File: src/rtl/contador_pkg.sv
// Shared definitions for the arbiter in front of the external up/down counter:
// FSM state encoding, default counter reset value and legal range.
package contador_pkg;

    typedef enum logic [1:0] {
        OCIOSO  = 2'd0,
        EXECUTA = 2'd1,
        PAUSA   = 2'd2
    } estado_t;

    localparam int VAL_INI_DEF = 106;
    localparam int LIM_MIN_DEF = 0;
    localparam int LIM_MAX_DEF = 255;

    // Width of a requester index; at least one bit even for a single requester.
    function automatic int idx_width(input int n);
        return (n > 1) ? $clog2(n) : 1;
    endfunction

endpackage

File: src/rtl/arbitro_contador_seletor_rr.sv
// Round-robin selector: the search starts just after the last winner and
// ascends with wrap-around. Purely combinational.
module seletor_rr
    import contador_pkg::*;
#(
    parameter int N_REQ = 4,
    parameter int W     = idx_width(N_REQ)
) (
    input  logic [N_REQ-1:0] req,
    input  logic [W-1:0]     last_winner,
    output logic [W-1:0]     winner,
    output logic             valid
);

    // w_idx[k] is the requester examined k-th in this round.
    logic [W-1:0] w_idx [N_REQ];

    genvar gi;
    generate
        for (gi = 0; gi < N_REQ; gi++) begin : g_ordem
            assign w_idx[gi] = W'((int'(last_winner) + 1 + gi) % N_REQ);
        end
    endgenerate

    // Walk the order backwards so the earliest requester in the order wins.
    always_comb begin
        winner = '0;
        valid  = 1'b0;
        for (int k = N_REQ - 1; k >= 0; k--) begin
            if (req[w_idx[k]]) begin
                winner = w_idx[k];
                valid  = 1'b1;
            end
        end
    end

endmodule

File: src/rtl/arbitro_contador.sv
// Arbiter that serialises increment/decrement requests towards an external
// counter, refusing requests that would push it outside [LIM_MIN, LIM_MAX],
// and keeps a shadow copy of the counter value. All outputs are registered.
module arbitro_contador
    import contador_pkg::*;
#(
    parameter int N_REQ   = 4,
    parameter int VAL_INI = VAL_INI_DEF,
    parameter int LIM_MIN = LIM_MIN_DEF,
    parameter int LIM_MAX = LIM_MAX_DEF
) (
    input  logic             clk,
    input  logic             rst,
    input  logic [N_REQ-1:0] req,
    input  logic [N_REQ-1:0] dir,
    output logic [N_REQ-1:0] gnt,
    output logic [N_REQ-1:0] rej,
    output logic             acrescer,
    output logic             decrescer,
    output logic [7:0]       valor
);

    localparam int             W         = idx_width(N_REQ);
    localparam logic [7:0]     C_INI     = 8'(VAL_INI);
    localparam logic [7:0]     C_MIN     = 8'(LIM_MIN);
    localparam logic [7:0]     C_MAX     = 8'(LIM_MAX);
    // Last winner starts at the top index so requester 0 is searched first.
    localparam logic [W-1:0]   C_ULT_INI = W'(N_REQ - 1);

    estado_t          r_estado, r_estado_next;
    logic [W-1:0]     r_venc, r_venc_next;
    logic [W-1:0]     r_ultimo, r_ultimo_next;
    logic             r_dir, r_dir_next;
    logic [N_REQ-1:0] r_gnt, r_gnt_next;
    logic [N_REQ-1:0] r_rej, r_rej_next;
    logic             r_acr, r_acr_next;
    logic             r_dec, r_dec_next;
    logic [7:0]       r_valor, r_valor_next;

    logic [W-1:0]     w_venc;
    logic             w_valido;
    logic             w_dir_venc;

    seletor_rr #(
        .N_REQ (N_REQ),
        .W     (W)
    ) u_seletor (
        .req         (req),
        .last_winner (r_ultimo),
        .winner      (w_venc),
        .valid       (w_valido)
    );

    assign w_dir_venc = dir[w_venc];

    // Next state and next outputs. The grant/refuse decision is taken when the
    // request is latched so that gnt/rej and the strobe come out of flops during
    // EXECUTA; valor cannot change between latching and EXECUTA, so the limit
    // test sees the same value the service acts on.
    always_comb begin
        r_estado_next = r_estado;
        r_venc_next   = r_venc;
        r_ultimo_next = r_ultimo;
        r_dir_next    = r_dir;
        r_gnt_next    = '0;
        r_rej_next    = '0;
        r_acr_next    = 1'b0;
        r_dec_next    = 1'b0;
        r_valor_next  = r_valor;

        case (r_estado)
            OCIOSO: begin
                if (w_valido) begin
                    r_venc_next   = w_venc;
                    r_dir_next    = w_dir_venc;
                    r_estado_next = EXECUTA;
                    if (w_dir_venc) begin
                        if (r_valor < C_MAX) begin
                            r_gnt_next[w_venc] = 1'b1;
                            r_acr_next         = 1'b1;
                        end else begin
                            r_rej_next[w_venc] = 1'b1;
                        end
                    end else begin
                        if (r_valor > C_MIN) begin
                            r_gnt_next[w_venc] = 1'b1;
                            r_dec_next         = 1'b1;
                        end else begin
                            r_rej_next[w_venc] = 1'b1;
                        end
                    end
                end
            end
            EXECUTA: begin
                // Shadow follows the counter only when a strobe was actually sent.
                if (r_gnt != '0) begin
                    r_valor_next = r_dir ? (r_valor + 8'd1) : (r_valor - 8'd1);
                end
                r_ultimo_next = r_venc;
                r_estado_next = PAUSA;
            end
            PAUSA: begin
                r_estado_next = OCIOSO;
            end
            default: begin
                r_estado_next = OCIOSO;
            end
        endcase
    end

    // State, latched request and registered outputs; reset aborts any service.
    always_ff @(posedge clk or posedge rst) begin
        if (rst) begin
            r_estado <= OCIOSO;
            r_venc   <= '0;
            r_ultimo <= C_ULT_INI;
            r_dir    <= 1'b0;
            r_gnt    <= '0;
            r_rej    <= '0;
            r_acr    <= 1'b0;
            r_dec    <= 1'b0;
            r_valor  <= C_INI;
        end else begin
            r_estado <= r_estado_next;
            r_venc   <= r_venc_next;
            r_ultimo <= r_ultimo_next;
            r_dir    <= r_dir_next;
            r_gnt    <= r_gnt_next;
            r_rej    <= r_rej_next;
            r_acr    <= r_acr_next;
            r_dec    <= r_dec_next;
            r_valor  <= r_valor_next;
        end
    end

    assign gnt       = r_gnt;
    assign rej       = r_rej;
    assign acrescer  = r_acr;
    assign decrescer = r_dec;
    assign valor     = r_valor;

endmodule

File: config.mk
export PLATFORM = sky130hd
export DESIGN_NAME = arbitro_contador
export DESIGN_NICKNAME = d
export VERILOG_FILES = /design/src/rtl/contador_pkg.sv /design/src/rtl/arbitro_contador_seletor_rr.sv /design/src/rtl/arbitro_contador.sv
export SDC_FILE = /design/constraint.sdc
export NUM_CORES = 1
export LEC_CHECK = 0
export BUFFER_PORTS_ARGS = -buffer_cell sky130_fd_sc_hd__buf_2
export CORE_MARGIN = 10
export CORE_UTILIZATION = 57
export DETAILED_ROUTE_END_ITERATION = 12
export PLACE_DENSITY = 0.86
export REMOVE_ABC_BUFFERS = 1
export SLEW_MARGIN = 40
export SYNTH_ARGS = -nofsm -noshare
export SYNTH_HDL_FRONTEND = slang
export SYNTH_SLANG_ARGS = --single-unit
File: constraint.sdc
create_clock -name clk -period 3.7 [get_ports clk]
set_input_delay 0.185 -clock clk [delete_from_list [all_inputs] [get_ports clk]]
set_output_delay 0.185 -clock clk [all_outputs]
set_load 0.005 [all_outputs]
==> flow_metrics.py <==
metrics = {
    "run_status": {
        "result_of_the_run": "finished clean",
    },
    "placement": {
        "hpwl_um": 2120,
        "dpl_worst_slack_ns": 1.480,
        "numPortBuffers": 27,
        "routabilityCongestion": 0.8154,
    },
    "critical_path": {
        "reg2reg_setup_slack_ns": 1.47,
        "timing.critical_path.fanout_max": 6,
        "cp.required_ns": 3.90,
        "worstSetupStartpoint": "r_ultimo[0]",
        "cp_data_arrival_time_ns": 2.43,
        "crit_path_end_kind": "flop",
        "worst_r2r_startpoint": "r_ultimo[0]",
        "timing.setup.critical_path_class": "reg2reg",
        "worst_setup_path_start_kind": "flop",
        "worst_r2r_path_depth": 6,
    },
    "clock_network": {
        "clkSlewWorstSetupHoldPaths_ns": 0.13,
        "cts_post_setup_buffers_inserted": 0,
        "clkLatencyLatePin_ns": 0.31,
        "post_cts_resized": 0,
        "cts-root-buf": "sky130_fd_sc_hd__clkbuf_4",
        "cts-buffers-inserted": 3,
        "cts_buffer_depth": 2,
        "postCtsHoldBufs": 1,
        "htreeDepth": 1,
        "clock_tree_from_tritoncts": "built",
        "cts.sinks": 25,
    },
    "floorplan": {
        "floorplan.die.height_um": 68.06,
        "fp.dieArea_mm2": 0.004631,
        "num_io_pins": 28,
        "die_x_um": 68.06,
        "initial_utilization_pct": 59.50,
        "floorplan.core_area_mm2": 0.002212,
        "placementRows": 17,
    },
    "pwr": {
        "static-leakage-power_nw": 0.7585,
        "p_clk_share_pct": 8.4,
        "power_switching_share_pct": 42.22,
        "total_power_mw": 1.439,
        "seq_power_share_pct": 35.9,
        "switching_power_mw": 0.6078,
        "p_per_area_mw_per_mm2": 936.1,
        "ir_drop_mv": 0.6974,
        "power_frac_comb_pct": 55.7,
        "int_power_mw": 0.8317,
    },
    "route": {
        "route.met3.wl_um": 189,
        "routed_wire_length_on_met2_um": 1263,
        "routed_via_density": 5.495,
        "routed_wire_length_per_instance_um": 14.39,
        "vias": 1011,
        "dr.first_iter.drc_count": 42,
        "drc": 0,
        "detail_route.wirelength.met1_um": 1128,
        "firstDrtPassIters": 4,
        "route.antenna.remaining_nets": 0,
        "wirelength_um": 2647,
        "top_layer_used": "met4",
    },
    "yosys": {
        "synth_cell_area_mm2": 0.001316,
        "synth.lib_cells_used.distinct": 34,
        "ys_warn_count": 0,
        "post_synth.cell_area_avg_um2": 10.53,
        "synth-seq-area-share_pct": 48.10,
        "postSynthCellCount": 125,
        "synth.ff_latch_count": 25,
    },
    "job": {
        "maxCapViolations": 0,
    },
    "worst_hold_path": {
        "timing.hold.worst_path_depth": 5,
        "hold_path.startpoint": "req[0]",
        "min-delay-path-class": "in2reg",
    },
    "timing": {
        "setup_viol_count_final": 0,
        "timing_hold_violations_final": 0,
        "timing.final.max_slew_violations": 0,
        "total_negative_slack_ns": 0,
        "min_period_over_period_pct": 60.33,
        "fmaxAchievable_mhz": 448.0,
        "worst_slew_margin_rel_pct": 50.07,
        "layout_min_cycle_time_ns": 2.232,
        "worst-slew-pin-transition_ns": 0.7465,
        "fin_worst_skew_ns": 0.004014,
        "unrepaired_setup_endpoints_after_global_routing": "false",
        "layout_setup_ws_ns": 1.468,
    },
    "global_route": {
        "grt_start_max_net_pins": 26,
        "global_route_total_usage_across_every_layer_pct": 11.85,
        "grt-ovfl-total": 0,
        "grt_pass1_vias": 952,
        "global_route_wire_length_before_repair_um": 4305,
        "number_of_antenna_violations_at_the_first_check_in_global_routing": 0,
    },
    "layout": {
        "synthToLayoutAreaGrowth_pct": 16.82,
        "layout.filler_cells": 175,
        "seqCellArea_um2": 633.1,
        "layout.cells.most_common_list": "27 x sky130_fd_sc_hd__buf_2, 19 x sky130_fd_sc_hd__nor2_1, 19 x sky130_fd_sc_hd__dfrtp_1, 10 x sky130_fd_sc_hd__nand2_1, 7 x sky130_fd_sc_hd__o21ai_0",
        "drive_above_1_share_pct": 30.13,
        "multiInputGateArea_um2": 671.9,
        "post-route-util_pct": 69.51,
        "ant_diodes": 0,
        "final_common_cell": "sky130_fd_sc_hd__buf_2",
        "finish.net_count": 174,
    },
}
[final timing paths]
check / to
max: rej[0]
max reg2reg: rej[0]
min reg2reg: r_venc[1]
max in group asynchronous: valor[6]
min in group asynchronous: r_venc[0]
min: gnt[0]
[power groups by stage]
stage               clock (mW)  combinational, mW  sequential, mW
floorplan                    0              0.587           0.506
global placement             0              0.765           0.514
detailed placement           0              0.805           0.525
CTS                      0.122              0.809           0.520
global route             0.135              0.901           0.540
finish                   0.121              0.801           0.517
[critical path, stage by stage (launching register included)]
cell	delay, ns
sky130_fd_sc_hd__dfstp_2	0.58
sky130_fd_sc_hd__nand2b_1	0.19
sky130_fd_sc_hd__o21ai_2	0.09
sky130_fd_sc_hd__a211oi_4	0.36
sky130_fd_sc_hd__mux2i_2	0.42
sky130_fd_sc_hd__mux2i_1	0.37
sky130_fd_sc_hd__nor2_1	0.10
[routing by layer]
layer	up-vias	track usage, %
met1	482	14.59
met3	6	2.447
li1	492	-
met4	0	5.779
met5	-	0
met2	31	19.30
[flip-flops by register name, indices dropped and copies added, names as in the netlist]
register,cells
gnt,4
r_estado,2
decrescer,1
acrescer,1
valor,8
r_ultimo,2
r_venc,2
rej,4
r_dir,1
[through the flow]
| stage | cells | area, um2 | hold WS (ns) |
|---|---|---|---|
| floorplan | 124 | 1313 | 0.2079 |
| global placement | 179 | 1490 | 0.3970 |
| detailed placement | 179 | 1501 | 0.2417 |
| CTS | 184 | 1538 | 0.3899 |
| global route | 184 | 1538 | 0.4081 |
| finish | 184 | 1538 | 0.3961 |
[cells by family after synthesis]
group | Yosys count | share of synthesized area, %
flops | 25 | 48.10
xor+xnor | 8 | 5.323
compound gates | 23 | 13.31
buf+inv | 8 | 2.281
mux | 8 | 7.034
fa+ha+maj | 7 | 7.224
simple gates | 46 | 16.73
[area by class of cell]
cell class              instances  share of cell area, %
repair buffers                 28                  9.439
well taps                      28                  2.278
inverters                       7                  1.709
multi-input cells              92                  43.69
flip-flops and latches         25                  41.17
clock buffers                   4                  1.709
[Yosys cell counts (all sizes together)]
master / n / area, um2
a211o: 1 / 8.760
a211oi: 2 / 40.04
a21o: 2 / 15.01
a21oi: 4 / 20.02
clkbuf: 1 / 3.750
dfrtp: 19 / 475.5
dfstp: 6 / 157.7
fa: 1 / 20.02
ha: 6 / 75.07
inv: 7 / 26.28
mux2: 4 / 48.79
mux2i: 4 / 43.79
nand2: 10 / 37.54
nand2b: 3 / 18.77
nand3: 2 / 10.01
nand4: 2 / 12.51
nor2: 19 / 71.32
nor2b: 1 / 6.260
nor3: 3 / 15.01
nor3b: 2 / 20.02
o211ai: 1 / 7.510
o21a: 1 / 7.510
o21ai: 8 / 43.79
o21bai: 2 / 15.01
o41ai: 2 / 17.52
or2b: 1 / 7.510
or3: 1 / 6.260
or4: 2 / 15.01
xnor2: 5 / 43.79
xor2: 3 / 26.28
(Power assumes the default switching activity.)
